$ cat src/rtl/mult_pkg.sv
// Shared definitions for the sequential shift-add multiplier family.
package mult_pkg;

  typedef enum logic [1:0] {
    IDLE = 2'd0,
    CALC = 2'd1,
    DONE = 2'd2
  } mult_state_t;

  localparam int MULT_MAX_WIDTH = 16;

endpackage

$ cat src/rtl/multiplicador_sign_adj.sv
// Conditional two's-complement negate; used as abs() on operands and as the
// final sign fix-up on the product.
module multiplicador_sign_adj #(
  parameter int W = 4
) (
  input  logic [W-1:0] val_i,
  input  logic         neg_i,
  output logic [W-1:0] val_o
);

  assign val_o = neg_i ? (~val_i + W'(1)) : val_i;

endmodule

$ cat src/rtl/multiplicador_seq_n.sv
// Sequential shift-add multiplier with start/busy/done handshake and
// run-time signed/unsigned mode; magnitude multiply, sign applied at the end.
module multiplicador_seq_n
  import mult_pkg::*;
#(
  parameter int WIDTH     = 4,
  parameter bit SIGNED_EN = 1'b1
) (
  input  logic               clk_i,
  input  logic               rst_i,
  input  logic               start_i,
  input  logic               signed_i,
  input  logic [WIDTH-1:0]   A_i,
  input  logic [WIDTH-1:0]   B_i,
  output logic [2*WIDTH-1:0] Y_o,
  output logic               busy_o,
  output logic               done_o,
  output logic [1:0]         fsm_state_o
);

  localparam logic [1:0] ST_IDLE = 2'(IDLE);
  localparam logic [1:0] ST_CALC = 2'(CALC);
  localparam logic [1:0] ST_DONE = 2'(DONE);

  localparam int PW    = 2 * WIDTH;
  localparam int CNT_W = (WIDTH > 1 && WIDTH <= MULT_MAX_WIDTH) ? $clog2(WIDTH) : 4;
  localparam logic [CNT_W-1:0] CNT_LAST = CNT_W'(WIDTH - 1);

  logic [1:0]       state_q,  state_d;
  logic [WIDTH-1:0] mcand_q,  mcand_d;
  logic [WIDTH-1:0] mplier_q, mplier_d;
  logic [PW-1:0]    acc_q,    acc_d;
  logic [CNT_W-1:0] cnt_q,    cnt_d;
  logic             neg_q,    neg_d;
  logic [PW-1:0]    y_q,      y_d;
  logic             done_q,   done_d;

  logic             mode_eff;
  logic [WIDTH-1:0] abs_a;
  logic [WIDTH-1:0] abs_b;
  logic [PW-1:0]    prod_adj;

  assign mode_eff = signed_i & SIGNED_EN;

  multiplicador_sign_adj #(.W(WIDTH)) u_abs_a (
    .val_i (A_i),
    .neg_i (mode_eff & A_i[WIDTH-1]),
    .val_o (abs_a)
  );

  multiplicador_sign_adj #(.W(WIDTH)) u_abs_b (
    .val_i (B_i),
    .neg_i (mode_eff & B_i[WIDTH-1]),
    .val_o (abs_b)
  );

  multiplicador_sign_adj #(.W(PW)) u_neg_y (
    .val_i (acc_q),
    .neg_i (neg_q),
    .val_o (prod_adj)
  );

  // Handshake: start_i is only looked at in IDLE (operands and signed_i are
  // captured on that same edge); busy_o covers CALC and DONE, and done_o is a
  // single-cycle pulse coincident with the Y_o update. No request queuing.
  always_comb begin
    state_d  = state_q;
    mcand_d  = mcand_q;
    mplier_d = mplier_q;
    acc_d    = acc_q;
    cnt_d    = cnt_q;
    neg_d    = neg_q;
    y_d      = y_q;
    done_d   = 1'b0;
    case (state_q)
      ST_IDLE: begin
        if (start_i) begin
          mcand_d  = abs_a;
          mplier_d = abs_b;
          acc_d    = '0;
          cnt_d    = '0;
          neg_d    = mode_eff & (A_i[WIDTH-1] ^ B_i[WIDTH-1]);
          state_d  = ST_CALC;
        end
      end
      ST_CALC: begin
        if (mplier_q[0]) begin
          acc_d = acc_q + ({{WIDTH{1'b0}}, mcand_q} << cnt_q);
        end
        mplier_d = mplier_q >> 1;
        cnt_d    = cnt_q + CNT_W'(1);
        if (cnt_q == CNT_LAST) begin
          state_d = ST_DONE;
        end
      end
      ST_DONE: begin
        y_d     = prod_adj;
        done_d  = 1'b1;
        state_d = ST_IDLE;
      end
      default: begin
        state_d = ST_IDLE;
      end
    endcase
  end

  always_ff @(posedge clk_i) begin
    if (rst_i) begin
      state_q  <= ST_IDLE;
      mcand_q  <= '0;
      mplier_q <= '0;
      acc_q    <= '0;
      cnt_q    <= '0;
      neg_q    <= 1'b0;
      y_q      <= '0;
      done_q   <= 1'b0;
    end else begin
      state_q  <= state_d;
      mcand_q  <= mcand_d;
      mplier_q <= mplier_d;
      acc_q    <= acc_d;
      cnt_q    <= cnt_d;
      neg_q    <= neg_d;
      y_q      <= y_d;
      done_q   <= done_d;
    end
  end

  assign Y_o         = y_q;
  assign done_o      = done_q;
  assign busy_o      = (state_q == ST_CALC) || (state_q == ST_DONE);
  assign fsm_state_o = state_q;

endmodule

$ cat config.mk
export PLATFORM = sky130hd
export DESIGN_NAME = multiplicador_seq_n
export DESIGN_NICKNAME = d
export VERILOG_FILES = /design/src/rtl/mult_pkg.sv /design/src/rtl/multiplicador_sign_adj.sv /design/src/rtl/multiplicador_seq_n.sv
export SDC_FILE = /design/constraint.sdc
export NUM_CORES = 1
export LEC_CHECK = 0
export CAP_MARGIN = 10
export CELL_PAD_IN_SITES_DETAIL_PLACEMENT = 2
export CELL_PAD_IN_SITES_GLOBAL_PLACEMENT = 2
export CORE_MARGIN = 2
export CORE_UTILIZATION = 33
export CTS_CLUSTER_DIAMETER = 60
export DETAILED_ROUTE_END_ITERATION = 10
export PLACE_DENSITY_LB_ADDON = 0.1
export SLEW_MARGIN = 20
export SYNTH_ARGS = -nofsm -noshare
export SYNTH_HDL_FRONTEND = slang
export SYNTH_SLANG_ARGS = --single-unit
$ cat constraint.sdc
create_clock -name clk_i -period 3.3 [get_ports clk_i]
set_clock_uncertainty 0.2 [all_clocks]
set_input_delay 0.66 -clock clk_i [delete_from_list [all_inputs] [get_ports clk_i]]
set_output_delay 0.66 -clock clk_i [all_outputs]
set_load 0.01 [all_outputs]
# [After elaboration in Yosys (flattened, before gate mapping)]
# Index checks and enable logic that the tools add are counted.
[classes] n_shift=1 n_bitwise=7 reduce_logical=7 addsub=5 n_mux=14 eq_ne=6
[op_table] cell="$mux 8" n=3
[op_table] cell="$pmux 8 s2" n=1
[op_table] cell="$mux 4" n=3
[op_table] cell="$add 4x1->4 const B" n=2
[op_table] cell="$add 8x1->8 const B" n=1
[op_table] cell="$add 8x8->8" n=1
[op_table] cell="$not 4->4" n=2
[op_table] cell="$not 8->8" n=1
[op_table] cell="$pmux 2 s2" n=2
[op_table] cell="$pmux 4 s2" n=1
[op_table] cell="$shl 4x2->8" n=1
[op_table] cell="$mux 2" n=3
[op_table] cell="$ne 2x2->1 const B" n=3
[op_table] cell="$reduce_and 2->1" n=3
[op_table] cell="$eq 2x2->1 const B" n=2
[op_table] cell="$and 1x1->1" n=3
[op_table] cell="$reduce_and 3->1" n=1
[op_table] cell="$add 2x1->2 const B" n=1
[op_table] cell="$eq 2x1->1 const B" n=1
[op_table] cell="$logic_not 2->1" n=1
[op_table] cell="$reduce_bool 2->1" n=1
[op_table] cell="$logic_or 1x1->1" n=1
[op_table] cell="$mux 1" n=1
[op_table] cell="$xor 1x1->1" n=1
[totals] input_bits=12 regBits=30 elab_cells=48

# [Depth between registers and ports, before layout]
[depth] word_depth=5 depth_mapped=9

# [By module]
# Synthesis repeated with hierarchy kept, for this count alone.
[hier_totals] cells_unflattened=219 area_unflattened_um2=1926.8
[modules_own_cells] module="multiplicador_seq_n" instances=1 cells_per_inst=178 area_per_inst_um2=1610.3 seq_area_each_um2=600.6
[modules_own_cells] module="multiplicador_sign_adj at u_neg_y" instances=1 cells_per_inst=21 area_per_inst_um2=171.4 seq_area_each_um2=0.0
[modules_own_cells] module="multiplicador_sign_adj at u_abs_a ..." instances=2 cells_per_inst=10 area_per_inst_um2=72.6 seq_area_each_um2=0.0

# [Worst setup path before layout]
# No wires, ideal clock.
[synth_path] path_kind="register to register" from="register cnt_q[0]" to="register acc_q[4]" n_path_buf=1 t_required_ps=2983 stages_incl_launch_ff=10 setup_time_ps=117 period_less_slack_ps=2298 slack_ps=1002 t_arrival_ps=1981 path_cell_list="dfxtp_1 -> clkbuf_1 -> nand2b_1 -> nor2_1 -> ha_1 -> fa_1 -> a21o_1 -> a21oi_1 -> xnor2_1 -> a22o_1"
[synth_via] elab_chain_cells=4
[synth_rtl] item="from (decl)" line_no="multiplicador_seq_n.sv:33" text="logic [CNT_W-1:0] cnt_q, cnt_d;"
[synth_rtl] item="from (signal assigned)" line_no="multiplicador_seq_n.sv:122" text="cnt_q <= cnt_d;"
[synth_rtl] item="$shl 4x2->8" line_no="multiplicador_seq_n.sv:88" text="acc_d = acc_q + ({{WIDTH{1'b0}}, mcand_q} << cnt_q);"
[synth_rtl] item="$add 8x8->8" line_no="multiplicador_seq_n.sv:88"
[synth_rtl] item="$mux 8" line_no="multiplicador_seq_n.sv:87" text="if (mplier_q[0]) begin"
[synth_rtl] item="$pmux 8 s2" line_no="multiplicador_seq_n.sv:75" text="case (state_q)"
[synth_rtl] item="to (signal assigned)" line_no="multiplicador_seq_n.sv:112" text="acc_q <= '0;"
[synth_rtl] item="to (signal assigned)" line_no="multiplicador_seq_n.sv:121" text="acc_q <= acc_d;"
[synth_rtl] item="to (decl)" line_no="multiplicador_seq_n.sv:32" text="logic [PW-1:0] acc_q, acc_d;"
# No other way between the ends. The select of a mux whose other input is x is not followed.
# A chain may end at the register's enable or synchronous reset.

# [Worst setup path in the final report]
[layout_path] from="register cnt_q[0]" to="register acc_q[6]"
# The elaborated chain is that of the path after synthesis.

==> flow_summary.toml <==
[run_status]
status = "complete, no violations"

[pwr]
power_density_mw_per_mm2 = 434
power_frac_comb_pct = 13.3
p_sw_share_pct = 23.8
clock_power_share_pct = 47.4
power.leakage_nw = 0.850
p_switching_mw = 0.235
seq_power_share_pct = 39.3
peakVddDrop_uv = 168
p_int_mw = 0.751
power_mw = 0.987

[sta]
rsz0062_at_grt = "no"
setup_viol = 0
holdWs_ns = 0.290
fin_ws_ns = 0.887
final.setup.tns_ns = 0
worst_pin_slew_ns = 0.698
report.final.slew_viol_count = 0
timing.final.crit_share_pct = 73.1
final-hold-violation-count = 0
period_needed_ns = 2.41
fmax_mhz = 414
relSlewSlack_pct = 53.3

[floorplan]
start_util_pct = 33.9
ios = 24
row_count = 27
die_area_mm2 = 0.00623
die_y_um = 78.9
fp.dieW_um = 78.9
core_mm2 = 0.00547

[placement]
portBuffers = 23
dp_hpwl_um = 3950
pre_cts_slack_ns = 0.781
post_dp_cell_area_mm2 = 0.00213
place_inst = 298
gp_congestion = 0.823

[finish]
area.growth.synth_to_final_pct = 22.7
final_util_pct = 41.5
antenna_cells = 0
nets = 260
drive_gt1_share_pct = 6.41
finalNonFillerCells = 306
design_area_mm2 = 0.00227

[synth]
netlist_area_mm2 = 0.00185
syn-instance-count = 213
synth_top_area_share_pct = 32.4
synth.net_count = 240
async_flop_share_pct = 0
synth_ff_type = "dfxtp_1"
synth_warnings = 0
ys_seq_elements = 30
synth_cell_types = 44
synth_edf_count = 0
synth_top_cell_by_area = "dfxtp_1"
yosysSeqAreaShare_pct = 32.4
synth.avg_cell_area_um2 = 8.70
yosys-top-cells-area = "dfxtp_1 32%, ha_1 9.5%, mux2i_1 5.4%, a211oi_1 4.9%, nor2_1 4.9%"

[route]
drt_iter0_drc = 40
route.vias.total = 1640
ant_nets = 0
via_per_inst = 5.36
drc_errors = 0
dr.pass1.iters = 4
routed_wl_um = 5010
wl_per_cell_um = 16.4

[global_routing]
antenna_found_initial = 0
grt_pass1_vias = 1730
grt_max_degree = 20
grt_use_total_pct = 17.9
grt-ovfl-total = 0
grt_pass1_wl_um = 8710

[cts]
clkTransAtPathRegs_ns = 0.07
clock-sinks = 30
htree_levels = 2
cts_made_buffers = 5
worstSkewPairLatency_ns = 0.28
post_cts_buffers = 0
cts_resized = 0
cts.path.max_buffers = 2
root_buffer = "clkbuf_8"
cts_tree = "yes"
cts_hold_buf = 0

[worst_setup_path]
end_kind = "flop"
cp.required_ns = 3.27
start_kind = "flop"
startpoint = "cnt_q[0]$_SDFFE_PP0P_"
path_max_fanout = 9
r2r_start = "cnt_q[0]$_SDFFE_PP0P_"
path_class = "reg -> reg"
arrival_ns = 2.39

[hold_path]
hp-start = "acc_q[7]$_SDFFE_PP0P_"
min_path_type = "reg -> reg"

[run]
maxCapViolCount = 0
## critical path: stages, from the launching register on
cell and delay, ns:
dfxtp_1 0.53, nand2b_1 0.18, nor2_1 0.06, ha_1 0.24, fa_1 0.43, a211oi_1 0.27, o21bai_1 0.16, mux2i_1 0.17
nand2_1 0.06
## synthesized netlist by cell type (4+ instances only)
| library cell | number |
|---|---|
| nand2b_1 | 8 |
| mux2i_1 | 10 |
| buf_2 | 4 |
| clkbuf_1 | 6 |
| inv_1 | 11 |
| xnor2_1 | 5 |
| nor2b_1 | 4 |
| nor2_1 | 24 |
| a211oi_1 | 12 |
| a21oi_1 | 14 |
| ha_1 | 14 |
| xor2_1 | 7 |
| dfxtp_1 | 30 |
| o21ai_0 | 4 |
| nand2_1 | 12 |
## kinds of logic (layout without fill, tap and decap cells)
family,after synthesis,after routing,synth area share (%)
simple gates,67,67,18.1
compound gates,56,56,22.4
flops,30,30,32.4
buf+inv,22,43,4.93
fa+ha+maj,15,15,10.5
xor+xnor,12,12,5.67
mux,11,11,6.01
## power by group through the flow
stage | Sequential, mW | Clock (mW) | Combinational (mW)
final | 0.388 | 0.468 | 0.131
after floorplan | 0.389 | 0 | 0.0900
after global routing | 0.390 | 0.497 | 0.148
after detailed placement | 0.396 | 0 | 0.132
after CTS | 0.388 | 0.483 | 0.134
after global placement | 0.395 | 0 | 0.126
## routing by layer
| metal | track usage, % | wire, um | vias up |
|---|---|---|---|
| met5 | 0 | 0 | - |
| met4 | 6.21 | 65 | 0 |
| met1 | 23.0 | 2360 | 807 |
| met2 | 30.3 | 2450 | 20 |
| li1 | - | - | 806 |
| met3 | 3.18 | 129 | 7 |
## state kept, by name, indices dropped and copies added (netlist names)
register / cells
done_o: 1
Y_o: 8
mcand_q: 4
cnt_q: 2
fsm_state_o: 2
acc_q: 8
neg_q: 1
mplier_q: 4
## final cells by class
type	count	area, um2
Fill cell	620	3200
Multi-Input combinational cell	161	1160
Clock inverter	2	60.1
Sequential cell	30	601
Clock buffer	6	82.6
Tap cell	72	90.1
Inverter	11	41.3
Timing Repair Buffer	24	238
## layout by cell type, fill, tap and decap left out, types with 2 or more instances in the layout
master	n
a211oi_1	12
a21o_1	2
a21oi_1	14
a22o_1	3
a22oi_1	3
a311oi_1	3
a32oi_1	2
bufinv_16	2
clkbuf_8	6
clkdlybuf4s50_1	23
dfxtp_1	30
ha_1	14
inv_1	11
mux2i_1	10
nand2_1	12
nand2b_1	8
nand3_1	3
nand3b_1	3
nor2_1	24
nor2b_1	4
nor3_1	2
nor4_1	3
o21ai_0	4
o31ai_1	2
o41ai_1	2
or3_1	3
xnor2_1	5
xor2_1	7
## final timing paths
check	to	slack, ns	cells past startpoint
max	acc_q[6]$_SDFFE_PP0P_	0.89	8
min	acc_q[7]$_SDFFE_PP0P_	0.29	2
max reg2reg	acc_q[6]$_SDFFE_PP0P_	0.89	8
min reg2reg	acc_q[7]$_SDFFE_PP0P_	0.29	2
Power figures use the tool's default switching activity.
